--- src/rtl/parc_mem_port_arbiter_pkg.sv ---
// Shared memory-message encodings for the PARCv2 memory port arbiter.
// Type/len values match the core's mem request format; tag marks the owner of an in-flight request.
package parc_mem_port_arbiter_pkg;

  localparam logic       MEM_TYPE_READ  = 1'b0;
  localparam logic       MEM_TYPE_WRITE = 1'b1;

  localparam logic [1:0] MEM_LEN_WORD   = 2'd0;
  localparam logic [1:0] MEM_LEN_BYTE   = 2'd1;
  localparam logic [1:0] MEM_LEN_HALF   = 2'd2;

  typedef enum logic {
    TAG_IMEM = 1'b0,
    TAG_DMEM = 1'b1
  } mem_tag_e;

endpackage

--- src/rtl/parc_mem_arb_tag_fifo.sv ---
// In-order owner-tag FIFO; push/pop take effect on the next edge, head and count are registered.
// No internal backpressure: push when full and pop when empty are ignored.
module parc_mem_arb_tag_fifo #(
  parameter int DEPTH = 4
) (
  input  logic                     clk,
  input  logic                     reset,
  input  logic                     push_i,
  input  logic                     push_dat_i,
  input  logic                     pop_i,
  output logic                     head_dat_o,
  output logic                     empty_o,
  output logic                     full_o,
  output logic [$clog2(DEPTH):0]   count_o
);

  localparam int PW = $clog2(DEPTH);
  localparam int CW = PW + 1;

  logic [DEPTH-1:0] mem_q,    mem_d;
  logic [PW-1:0]    wr_ptr_q, wr_ptr_d;
  logic [PW-1:0]    rd_ptr_q, rd_ptr_d;
  logic [CW-1:0]    count_q,  count_d;
  logic             do_push,  do_pop;

  assign empty_o    = (count_q == '0);
  assign full_o     = (count_q == CW'(DEPTH));
  assign head_dat_o = mem_q[rd_ptr_q];
  assign count_o    = count_q;

  assign do_push = push_i && !full_o;
  assign do_pop  = pop_i  && !empty_o;

  // Depth is a power of two, so the pointers wrap by plain overflow.
  always_comb begin
    mem_d    = mem_q;
    wr_ptr_d = wr_ptr_q;
    rd_ptr_d = rd_ptr_q;
    count_d  = count_q;
    if (do_push) begin
      mem_d[wr_ptr_q] = push_dat_i;
      wr_ptr_d        = wr_ptr_q + PW'(1);
    end
    if (do_pop) begin
      rd_ptr_d = rd_ptr_q + PW'(1);
    end
    case ({do_push, do_pop})
      2'b10:   count_d = count_q + CW'(1);
      2'b01:   count_d = count_q - CW'(1);
      default: count_d = count_q;
    endcase
  end

  always_ff @(posedge clk or negedge reset) begin
    if (!reset) begin
      mem_q    <= '0;
      wr_ptr_q <= '0;
      rd_ptr_q <= '0;
      count_q  <= '0;
    end else begin
      mem_q    <= mem_d;
      wr_ptr_q <= wr_ptr_d;
      rd_ptr_q <= rd_ptr_d;
      count_q  <= count_d;
    end
  end

endmodule

--- src/rtl/parc_mem_port_arbiter.sv ---
// Shares one memory port between imem and dmem: 0-cycle request grant and response routing.
// Dmem wins conflicts until imem starves; a stalled request is locked until it fires; issue stops at MAX_INFLIGHT.
module parc_mem_port_arbiter
  import parc_mem_port_arbiter_pkg::*;
#(
  parameter int MAX_INFLIGHT = 4,
  parameter int STARVE_LIMIT = 8
) (
  input  logic                            clk,
  input  logic                            reset,
  input  logic                            imemreq_val,
  output logic                            imemreq_rdy,
  input  logic [31:0]                     imemreq_msg_addr,
  output logic                            imemresp_val,
  input  logic                            imemresp_rdy,
  output logic [31:0]                     imemresp_msg_data,
  input  logic                            dmemreq_val,
  output logic                            dmemreq_rdy,
  input  logic                            dmemreq_msg_type,
  input  logic [1:0]                      dmemreq_msg_len,
  input  logic [31:0]                     dmemreq_msg_addr,
  input  logic [31:0]                     dmemreq_msg_data,
  output logic                            dmemresp_val,
  input  logic                            dmemresp_rdy,
  output logic [31:0]                     dmemresp_msg_data,
  output logic                            memreq_val,
  input  logic                            memreq_rdy,
  output logic                            memreq_msg_type,
  output logic [1:0]                      memreq_msg_len,
  output logic [31:0]                     memreq_msg_addr,
  output logic [31:0]                     memreq_msg_data,
  input  logic                            memresp_val,
  output logic                            memresp_rdy,
  input  logic [31:0]                     memresp_msg_data,
  output logic [$clog2(MAX_INFLIGHT):0]   inflight_count,
  output logic                            err_unexp_resp
);

  localparam int CW = $clog2(MAX_INFLIGHT) + 1;
  localparam int SW = $clog2(STARVE_LIMIT + 1);

  mem_tag_e        sel_src;
  mem_tag_e        lock_src_q, lock_src_d;
  logic            lock_vld_q, lock_vld_d;
  logic [SW-1:0]   starve_q,   starve_d;
  logic            err_q,      err_d;
  logic            can_issue, sel_val, req_fire, resp_fire;
  logic            fifo_empty, fifo_full, head_tag;

  assign can_issue = (inflight_count < CW'(MAX_INFLIGHT));

  always_comb begin
    sel_src = TAG_DMEM;
    if (lock_vld_q) begin
      sel_src = lock_src_q;
    end else if (imemreq_val && dmemreq_val) begin
      sel_src = (starve_q == SW'(STARVE_LIMIT)) ? TAG_IMEM : TAG_DMEM;
    end else if (imemreq_val) begin
      sel_src = TAG_IMEM;
    end
  end

  assign sel_val     = (sel_src == TAG_IMEM) ? imemreq_val : dmemreq_val;
  assign memreq_val  = can_issue && sel_val;
  assign imemreq_rdy = (sel_src == TAG_IMEM) && imemreq_val && can_issue && memreq_rdy;
  assign dmemreq_rdy = (sel_src == TAG_DMEM) && dmemreq_val && can_issue && memreq_rdy;
  assign req_fire    = memreq_val && memreq_rdy;

  always_comb begin
    memreq_msg_type = dmemreq_msg_type;
    memreq_msg_len  = dmemreq_msg_len;
    memreq_msg_addr = dmemreq_msg_addr;
    memreq_msg_data = dmemreq_msg_data;
    if (sel_src == TAG_IMEM) begin
      memreq_msg_type = MEM_TYPE_READ;
      memreq_msg_len  = MEM_LEN_WORD;
      memreq_msg_addr = imemreq_msg_addr;
      memreq_msg_data = '0;
    end
  end

  // Lock keeps a stalled request on the port so val/rdy stays stable across a conflict.
  always_comb begin
    lock_vld_d = lock_vld_q;
    lock_src_d = lock_src_q;
    starve_d   = starve_q;
    if (req_fire) begin
      lock_vld_d = 1'b0;
    end else if (memreq_val) begin
      lock_vld_d = 1'b1;
      lock_src_d = sel_src;
    end
    if (!imemreq_val || (req_fire && sel_src == TAG_IMEM)) begin
      starve_d = '0;
    end else if (req_fire && sel_src == TAG_DMEM && starve_q != SW'(STARVE_LIMIT)) begin
      starve_d = starve_q + SW'(1);
    end
  end

  assign imemresp_val      = memresp_val && !fifo_empty && (head_tag == TAG_IMEM);
  assign dmemresp_val      = memresp_val && !fifo_empty && (head_tag == TAG_DMEM);
  assign imemresp_msg_data = memresp_msg_data;
  assign dmemresp_msg_data = memresp_msg_data;
  assign memresp_rdy       = !fifo_empty && ((head_tag == TAG_IMEM) ? imemresp_rdy : dmemresp_rdy);
  assign resp_fire         = memresp_val && memresp_rdy;

  assign err_d          = err_q || (memresp_val && fifo_empty);
  assign err_unexp_resp = err_q;

  parc_mem_arb_tag_fifo #(
    .DEPTH (MAX_INFLIGHT)
  ) u_tag_fifo (
    .clk        (clk),
    .reset      (reset),
    .push_i     (req_fire),
    .push_dat_i (sel_src),
    .pop_i      (resp_fire),
    .head_dat_o (head_tag),
    .empty_o    (fifo_empty),
    .full_o     (fifo_full),
    .count_o    (inflight_count)
  );

  always_ff @(posedge clk or negedge reset) begin
    if (!reset) begin
      lock_vld_q <= 1'b0;
      lock_src_q <= TAG_IMEM;
      starve_q   <= '0;
      err_q      <= 1'b0;
    end else begin
      lock_vld_q <= lock_vld_d;
      lock_src_q <= lock_src_d;
      starve_q   <= starve_d;
      err_q      <= err_d;
    end
  end

endmodule

--- config.mk ---
export PLATFORM = sky130hd
export DESIGN_NAME = parc_mem_port_arbiter
export DESIGN_NICKNAME = d
export VERILOG_FILES = /design/src/rtl/parc_mem_port_arbiter_pkg.sv /design/src/rtl/parc_mem_arb_tag_fifo.sv /design/src/rtl/parc_mem_port_arbiter.sv
export SDC_FILE = /design/constraint.sdc
export NUM_CORES = 1
export LEC_CHECK = 0
export CORE_AREA = 2 2 109 111
export CTS_CLUSTER_DIAMETER = 120
export DETAILED_ROUTE_END_ITERATION = 16
export DIE_AREA = 0 0 111 113
export HOLD_SLACK_MARGIN = 0.03
export MAX_ROUTING_LAYER = met4
export SLEW_MARGIN = 20
export SYNTH_ARGS = -nofsm -noshare
export SYNTH_HDL_FRONTEND = slang
export SYNTH_SLANG_ARGS = --single-unit
--- constraint.sdc ---
create_clock -name clk -period 4.3 [get_ports clk]
set_clock_uncertainty 0.2 [all_clocks]
set_input_delay 0.86 -clock clk [delete_from_list [all_inputs] [get_ports clk]]
set_output_delay 0.86 -clock clk [all_outputs]
set_load 0.005 [all_outputs]
==> metrics.yaml <==
timing:
  grt_setup_unrepaired: "no"
  finalSetupViolCount: 0
  slew_viol_final: 0
  tightestPinTransition_ns: 0.8343
  fmax_mhz: 242.4
  fin_crit_sh: 0.9592
  finalHoldViolCount: 0
  layout_min_cycle_time_ns: 4.125
  max-slew-margin-rel: 0.4420
  tns_ns: 0
setup_path:
  cp.arrival_ns: 3.06
  reg2reg_slack_ns: 1.81
  crit_path_end_kind: "output port"
  cp-start-kind: "primary input"
  r2r-end: "u_tag_fifo.count_o[2]"
  worstPathRequired_ns: 3.24
  crit_type: "primary input to output port"
  reg2reg_from: "u_tag_fifo.rd_ptr_q[1]"
  worst-path-max-fanout: 25
  reg2reg_depth: 10
place:
  place_congestion: 0.7538
  numPortBuffers: 183
  dp.cells: 500
  post-dp-hpwl_mm: 7.585
synth:
  ys_types: 35
  synthTopCellsByArea: "buf_4 (22%), dfrtp_1 (21%), mux2_2 (19%)"
  synth_top_cell_area_share: 0.2217
  netlist_instances: 243
  synth_top_cell_by_area: "buf_4"
  synth_edf_count: 0
  yosys.cell_count.top_type: "buf_4"
  synth-seq-cells: 18
  ys.flop_type: "dfrtp_1"
  syn_area_um2: 2167
  synth_seq_area_share: 0.2079
  synth_fp_nets: 390
  synth-async-reset-ratio: 1.000
  synth.avg_cell_area_um2: 8.918
  yosysWarnings: 0
  synthTopCellsByCount: "buf_4 (64), and2_1 (36), mux2_2 (36), dfrtp_1 (18), inv_1 (11)"
grt:
  antenna_found_initial: 1
  gr-total-overflow: 0
  grt_usage: 0.1332
  grt_pass1_wl_mm: 12.52
  grt_pass1_vias: 2151
  grt_max_degree: 48
clock_tree:
  cts-root-buf: "clkbuf_16"
  clkLatencyLatePin_ns: 0.25
  numCtsBuffers: 3
  tritoncts: "done"
  ctsResizeCount: 0
  h-tree-depth: 1
  numClockSinks: 18
  clk_pin_slew_ns: 0.05
  clockBufferDepth: 2
  cts_setup_buffers: 0
  postCtsHoldBufs: 0
job:
  maxCapViolCount: 0
finish:
  area_growth_pct: 75.29
  num-fill-cells: 1151
  fin_nets: 509
  postLayoutCoreUtil: 0.3370
  drive_gt1_frac: 0.1274
  final_cells: 505
pwr:
  total_leakage_power_nw: 1.490
  ir_worst_vdd_uv: 277.1
  switching_share: 0.3315
  clock_power_share: 0.162
  pwr_density_cell_nw_per_um2: 336.0
  power.internal_mw: 0.8534
  combPwrFrac: 0.600
  switchingPower_mw: 0.4231
  pwr-share-seq: 0.239
route:
  vias: 2048
  drt-vias-per-instance: 4.055
  firstDrtPassIters: 4
  wl_met1_mm: 3.684
  avgRoutedWirePerCell_um: 17.02
  met3_length_um: 737
  ant_nets: 0
  drt-initial-drc-count: 61
  routed.top_layer: "met4"
  drcViolationCount: 0
  wl_mm: 8.595
  wl_met2_mm: 4.079
hold_path:
  worstHoldStart: "err_unexp_resp"
  hold_depth: 1
  hp-class: "flip-flop to flip-flop"
  holdPathEnd: "err_unexp_resp"
floorplanning:
  die_w_um: 111
  die_height_um: 113
  start_util: 0.1923
  io_pins: 280
  num_rows: 39
  core_um2: 11270
  dieArea_um2: 12540
run_status:
  status: "complete, no violations"
worst max-delay path by stage:
stage | from | to | slack [ns]
after CTS | imemreq_val | memreq_msg_addr[3] | 0.17
after detailed placement | imemreq_val | memreq_msg_addr[1] | 0.20
after global routing | imemreq_val | memreq_msg_addr[3] | 0.05
after floorplan | imemreq_val | memreq_msg_addr[10] | 1.33
after global placement | imemreq_val | imemreq_rdy | 0.22
final | imemreq_val | memreq_msg_addr[3] | 0.18
cell usage in the layout (no fill, tap or decap), types with 2 or more instances in the layout:
cell,netlist,final
nor3b_1,2,2
o21ai_0,5,5
nor2b_1,2,2
xor2_1,4,4
and2_1,36,36
nor3_1,2,2
nor2_1,8,8
dfrtp_1,18,18
nand2b_1,2,2
a211oi_1,2,2
ha_1,7,7
clkdlybuf4s50_1,0,183
inv_1,11,11
mux2_2,36,36
xnor2_1,2,2
mux2i_1,7,7
clkbuf_16,0,3
nand2_1,9,9
a21o_1,2,2
buf_4,64,3
kinds of logic (layout without fill, tap and decap cells):
family                     count (synthesis)  count (layout)  share of synthesized area
adders and majority gates                  8               8                    0.04965
xor gates and xnor gates                   6               6                    0.02425
and+or+nand+nor                           68              68                     0.1790
DFF                                       18              18                     0.2079
other                                      0               1                          0
AOI/OAI and AO/OA                         16              16                    0.06063
buffers and inverters                     84             202                     0.2592
muxes                                     43              43                     0.2194
per-stage QoR:
step	hold WS [ns]	area, um^2	setup slack, ns	power [mW]
6_report	0.2790	3799	0.1753	1.276
5_1_grt	0.3045	3799	0.04884	1.375
4_1_cts	0.2762	3796	0.1689	1.299
3_5_place_dp	0.2637	3707	0.2035	1.088
3_3_place_gp	0.2374	3707	0.2237	1.066
2_1_floorplan	0.2510	2167	1.331	0.6866
routing by layer:
layer | vias to the layer above | GRT usage
met5 | - | -
met4 | 0 | 0.02833
met3 | 13 | 0.03696
met2 | 128 | 0.2229
met1 | 931 | 0.1615
li1 | 976 | -
critical path, cell delays in order:
cell             delay [ns]
clkdlybuf4s50_1        0.53
inv_1                  0.11
a211oi_1               0.45
a21oi_4                0.07
buf_4                  0.24
mux2_2                 0.28
clkdlybuf4s50_1        0.50
final cells by class:
type,instances,area [um^2],share of cell area
inverters,11,41.29,0.01087
repair buffers,187,1874,0.4934
flip-flops and latches,18,450.4,0.1186
well taps,143,178.9,0.04710
diodes,1,2.502,0.0006588
clock buffers,4,88.84,0.02339
multi-input cells,141,1162,0.3060
power by group through the flow:
stage               clock network (mW)  logic [mW]  registers [mW]
floorplan                            0       0.417           0.270
global placement                     0       0.763           0.304
detailed placement                   0       0.779           0.309
CTS                              0.211       0.782           0.307
global route                     0.220       0.838           0.318
finish                           0.206       0.766           0.305
sequential cells by signal, summed over array words and instances, names as in the netlist:
register	count
u_tag_fifo.rd_ptr_q	2
u_tag_fifo.wr_ptr_q	2
lock_vld_q	1
u_tag_fifo.count_o	3
u_tag_fifo.mem_q	4
lock_src_q	1
err_unexp_resp	1
starve_q	4
Note: power is estimated with default switching activity, not from simulation.
